## src/rtl/fp_special_pipe.sv

```systemverilog
// Two-stage special-operand classifier with operation-aware ind/dz flags and valid/ready flow control.
// Optional sticky status registers are built when FP_SPECIAL_STICKY_EN is defined.
module fp_special_pipe #(
  parameter int unsigned EXP_W  = 8,
  parameter int unsigned FRAC_W = 23,
  parameter int unsigned TAG_W  = 4
) (
  input  logic                         clk,
  input  logic                         reset,
  input  logic                         in_valid,
  output logic                         in_ready,
  input  logic [1+EXP_W+FRAC_W-1:0]    opa,
  input  logic [1+EXP_W+FRAC_W-1:0]    opb,
  input  logic [1:0]                   op,
  input  logic [TAG_W-1:0]             in_tag,
  output logic                         out_valid,
  input  logic                         out_ready,
  output logic [TAG_W-1:0]             out_tag,
  output logic                         opa_zero,
  output logic                         opa_dn,
  output logic                         opa_inf,
  output logic                         opa_qnan,
  output logic                         opa_snan,
  output logic                         opb_zero,
  output logic                         opb_dn,
  output logic                         opb_inf,
  output logic                         opb_qnan,
  output logic                         opb_snan,
  output logic                         inf,
  output logic                         qnan,
  output logic                         snan,
  output logic                         ind,
  output logic                         dz,
  input  logic                         sticky_clr,
  output logic                         sticky_ind,
  output logic                         sticky_snan,
  output logic                         sticky_dz
);

  localparam int unsigned W       = 1 + EXP_W + FRAC_W;
  localparam int unsigned FLAGS_W = 15;

  localparam logic [1:0] OP_ADD = 2'b00;
  localparam logic [1:0] OP_SUB = 2'b01;
  localparam logic [1:0] OP_MUL = 2'b10;
  localparam logic [1:0] OP_DIV = 2'b11;

  typedef struct packed {
    logic sign;
    logic e1;
    logic e0;
    logic f0;
    logic fm;
  } dec_t;

  // Raw exponent/fraction predicates; full classification is deferred to stage 2.
  function automatic dec_t decode(input logic [W-1:0] x);
    dec_t d;
    d.sign = x[W-1];
    d.e1   = &x[W-2:FRAC_W];
    d.e0   = ~|x[W-2:FRAC_W];
    d.f0   = ~|x[FRAC_W-1:0];
    d.fm   = x[FRAC_W-1];
    return d;
  endfunction

  // Returns {zero, dn, inf, qnan, snan}.
  function automatic logic [4:0] classify(input dec_t d);
    return {d.e0 & d.f0, d.e0 & ~d.f0, d.e1 & d.f0, d.e1 & d.fm, d.e1 & ~d.fm & ~d.f0};
  endfunction

  logic               s1_valid;
  dec_t               s1_a;
  dec_t               s1_b;
  logic [1:0]         s1_op;
  logic [TAG_W-1:0]   s1_tag;
  logic               s2_adv;
  logic [FLAGS_W-1:0] flags_d;
  logic [FLAGS_W-1:0] flags_q;

  assign s2_adv   = ~out_valid | out_ready;
  assign in_ready = ~s1_valid | s2_adv;

  always_ff @(posedge clk or posedge reset) begin
    if (reset) begin
      s1_valid <= 1'b0;
      s1_a     <= '0;
      s1_b     <= '0;
      s1_op    <= '0;
      s1_tag   <= '0;
    end else if (in_ready) begin
      s1_valid <= in_valid;
      if (in_valid) begin
        s1_a   <= decode(opa);
        s1_b   <= decode(opb);
        s1_op  <= op;
        s1_tag <= in_tag;
      end
    end
  end

  always_comb begin
    logic [4:0] ca;
    logic [4:0] cb;
    logic       any_nan;
    logic       both_inf;
    logic       ind_raw;
    logic       dz_c;
    ca       = classify(s1_a);
    cb       = classify(s1_b);
    any_nan  = ca[1] | ca[0] | cb[1] | cb[0];
    both_inf = ca[2] & cb[2];
    ind_raw  = 1'b0;
    case (s1_op)
      OP_ADD:  ind_raw = both_inf & (s1_a.sign ^ s1_b.sign);
      OP_SUB:  ind_raw = both_inf & ~(s1_a.sign ^ s1_b.sign);
      OP_MUL:  ind_raw = (ca[2] & cb[4]) | (ca[4] & cb[2]);
      OP_DIV:  ind_raw = both_inf | (ca[4] & cb[4]);
      default: ind_raw = 1'b0;
    endcase
    dz_c    = (s1_op == OP_DIV) & cb[4] & ~ca[4] & ~ca[2] & ~any_nan;
    flags_d = {ca, cb, ca[2] | cb[2], ca[1] | cb[1], ca[0] | cb[0], ind_raw & ~any_nan, dz_c};
  end

  // Stage 2 only loads when the consumer can take it, so a stalled result holds.
  always_ff @(posedge clk or posedge reset) begin
    if (reset) begin
      out_valid <= 1'b0;
      out_tag   <= '0;
      flags_q   <= '0;
    end else if (s2_adv) begin
      out_valid <= s1_valid;
      if (s1_valid) begin
        out_tag <= s1_tag;
        flags_q <= flags_d;
      end
    end
  end

  assign {opa_zero, opa_dn, opa_inf, opa_qnan, opa_snan,
          opb_zero, opb_dn, opb_inf, opb_qnan, opb_snan,
          inf, qnan, snan, ind, dz} = flags_q;

`ifdef FP_SPECIAL_STICKY_EN
  logic [2:0] sticky_q;
  logic       out_hs;

  assign out_hs = out_valid & out_ready;

  // A setting event in the same cycle as a clear wins.
  always_ff @(posedge clk or posedge reset) begin
    if (reset) begin
      sticky_q <= '0;
    end else begin
      sticky_q <= (sticky_q & {3{~sticky_clr}}) | ({3{out_hs}} & {ind, snan, dz});
    end
  end

  assign {sticky_ind, sticky_snan, sticky_dz} = sticky_q;
`else
  logic sticky_clr_unused;

  assign sticky_clr_unused = sticky_clr;
  assign {sticky_ind, sticky_snan, sticky_dz} = 3'b000;
`endif

endmodule

```

## config.mk

```make
export PLATFORM = sky130hd
export DESIGN_NAME = fp_special_pipe
export DESIGN_NICKNAME = d
export VERILOG_FILES = /design/src/rtl/fp_special_pipe.sv
export SDC_FILE = /design/constraint.sdc
export NUM_CORES = 1
export LEC_CHECK = 0
export ABC_AREA = 1
export ABC_CLOCK_PERIOD_IN_PS = 1100
export CORE_ASPECT_RATIO = 0.5
export CORE_UTILIZATION = 35
export CTS_CLUSTER_SIZE = 28
export DETAILED_ROUTE_END_ITERATION = 16
export GPL_TIMING_DRIVEN = 1
export HOLD_SLACK_MARGIN = 0.15
export PLACE_DENSITY = 0.83
export REMOVE_ABC_BUFFERS = 1
export SKIP_CTS_REPAIR_TIMING = 1
export SLEW_MARGIN = 15
export SYNTH_ARGS = -nofsm -noshare
export SYNTH_HDL_FRONTEND = slang
export SYNTH_SLANG_ARGS = --single-unit
```

## constraint.sdc

```tcl
create_clock -name clk -period 1.1 [get_ports clk]
set_clock_uncertainty 0.15 [all_clocks]
set_input_delay 0.11 -clock clk [delete_from_list [all_inputs] [get_ports clk]]
set_output_delay 0.11 -clock clk [all_outputs]
set_load 0.005 [all_outputs]
```

==> impl_metrics.csv <==
group,metric,value,unit
clocking,clkLatencyLatePin,0.30,ns
sta,period_share,1.20,
clocking,htree_levels,2,
routing,drc,0,
layout,final_area,0.00322,mm2
place,io_buffer_count,94,
power,powerDensity,1250,mW/mm2
sta,min_period,1.32,ns
synth,syn_inst,231,
status,violations,"hold timing, setup timing",
critical_path,critical_path.top_delay_family,"flip-flops",
clocking,cts_tree,"done",
layout,diodes,0,
global_route,grt_pass1_vias,1955,
layout,synthToLayoutAreaGrowth,79.0,%
critical_path,worstSetupPathType,"reg2out",
clocking,cts_buffers,5,
critical_path,worstPathMaxFanout,3,
synth,synthTopCellsByArea,"dfrtp_1, nand2_1, nor2_1",
synth,syn_area,0.00180,mm2
layout,drive_gt1_frac,0.238,
routing,num_vias,2036,
place,gp_congestion,0.766,
synth,yosysMostFrequentCell,"nand2_1",
global_route,track_usage,0.207,
floorplanning,die_w,103,um
critical_path,cp_slowest_cell,"dfrtp_1",
critical_path,worstPathRequired,0.84,ns
sta,hold_viol_final,4,
critical_path,critPathLaunchType,"flip-flop",
floorplanning,die_y,52.7,um
synth,yosysTopAreaCellShare,0.515,
critical_path,path_buf_inv,2,
global_route,grt_max_degree,38,
synth,ys_ff_latch,37,
layout,fillCellCount,338,
sta,setup_viol_count_final,39,
synth,ys_warn_count,0,
floorplanning,coreArea,0.00466,mm2
floorplanning,dieArea,0.00544,mm2
sta,drv_slew,0,
routing,antenna_left,0,
floorplanning,start_util,0.386,
critical_path,critPathMaxStageDelay,0.41,ns
clocking,cts_sinks,37,
place,place_area,0.00295,mm2
hold_path,holdCritPathClass,"in2async",
sta,max_freq,0.758,GHz
synth,async_reset_ff_frac,1.00,
clocking,cts_max_path_buffers,2,
status,outcome,"complete, but fails checks",
synth,netlist_top_cells_count,"nand2_1, nor2_1, dfrtp_1",
critical_path,path_cells,"buf_6, nand3_4, clkbuf_2",
clocking,path_clk_slew,0.08,ns
clocking,cts-root-buf,"clkbuf_8",
synth,synth_cell_types,19,
floorplanning,ios,99,
layout,layout.nets,440,
synth,yosysTopAreaCell,"dfrtp_1",
synth,ys.flop_type,"dfrtp_1",
routing,dr.pass1.iters,5,
synth,seq_area_frac_synth,0.515,
critical_path,crit_arrival,1.06,ns
floorplanning,rows,17,
sta,fin_hold_ws,-0.00543,ns
synth,synth_edf_count,0,
power,power_leakage,0.00157,uW
flow_run,drv_cap,0,
routing,via_per_inst,4.71,
power,ir_drop,0.000744,V
sta,rsz0062_at_grt,"true",
critical_path,crit_path_end_kind,"primary output",
place,dp_slack,-0.429,ns
global_route,grt_pass1_wl,8310,um
power,power.total,4030,uW
global_route,grt-ovfl-total,0,
routing,drt_iter0_drc,158,
place,place_hpwl,3920,um
sta,worst_slack,-0.219,ns
synth,syn_area_per_cell,7.78,um2
routing,postRouteWirelength,5590,um
global_route,antenna_found_initial,0,
routing,routedWlPerCell,12.9,um
[cell families (layout without fill, tap and decap cells)]
| logic type | count (synthesis) | after routing | synth area share |
|---|---|---|---|
| other cells | 1 | 3 | 0.00209 |
| buf+inv | 23 | 156 | 0.0696 |
| compound gates | 21 | 21 | 0.0696 |
| flops | 37 | 37 | 0.515 |
| simple gates | 149 | 149 | 0.343 |
[per-stage QoR]
stage,cells,util,setup TNS [ns]
6_report,432,0.690,-5.19
5_1_grt,432,0.690,-7.35
4_1_cts,415,0.663,-12.48
3_5_place_dp,407,0.633,-12.77
3_3_place_gp,407,0.633,-11.05
2_1_floorplan,225,-,-7.23
[routing by layer]
layer / track usage / share of wire / up-vias
li1: - / - / 994
met1: 0.246 / 0.42 / 921
met2: 0.367 / 0.49 / 105
met3: 0.0453 / 0.064 / 16
met4: 0.0869 / 0.023 / 0
met5: 0 / 0 / -
[registers in the layout, indices dropped and copies added, names as in the netlist]
| name | flops |
|---|---|
| flags_q | 15 |
| out_tag | 4 |
| out_valid | 1 |
| s1_a | 5 |
| s1_b | 5 |
| s1_op | 2 |
| s1_tag | 4 |
| s1_valid | 1 |
[final timing paths]
kind                                  startpoint                     end  slack, ns  cells past startpoint
setup / recovery           out_valid$_DFFE_PP0P_                in_ready      -0.22                      3
hold / removal                             reset  flags_q[7]$_DFFE_PP0P_     -0.005                      3
setup reg to reg           out_valid$_DFFE_PP0P_     s1_a[1]$_DFFE_PP0P_      -0.22                      7
hold reg to reg            s1_tag[2]$_DFFE_PP0P_  out_tag[2]$_DFFE_PP0P_       0.33                      2
max in group asynchronous                  reset     s1_a[0]$_DFFE_PP0P_       0.61                      3
min in group clk                       in_tag[2]   s1_tag[2]$_DFFE_PP0P_       0.20                      3
[layout make-up]
type | instances | area, um2 | share of cell area
multi-input cells | 173 | 823 | 0.256
inverters | 15 | 58.8 | 0.0183
clock inverters | 3 | 68.8 | 0.0214
clock buffers | 5 | 68.8 | 0.0214
flip-flops and latches | 37 | 926 | 0.288
well taps | 66 | 82.6 | 0.0257
repair buffers | 133 | 1190 | 0.369
[worst min-delay path, stage by stage]
cell,delay [ns]
clkdlybuf4s50_1,0.39
inv_1,0.09
buf_12,0.22
[where the power goes]
group / internal, uW / switching (uW) / total (uW)
registers: 1490 / 89.1 / 1580
clock network: 913 / 549 / 1460
logic: 570 / 423 / 993
[placed cells by master (no fill, tap or decap), drive strengths merged]
cell and count:
nand2 86, nand3 8, nand3b 2, clkdlybuf4s50 73
dfrtp 37, o21ai 19, inv 16, buf 38
bufinv 2, conb 3, o31ai 2, nand4 10
nor2 41, nor3 2, clkbuf 27
No activity file was read; power rests on OpenSTA's default activity.
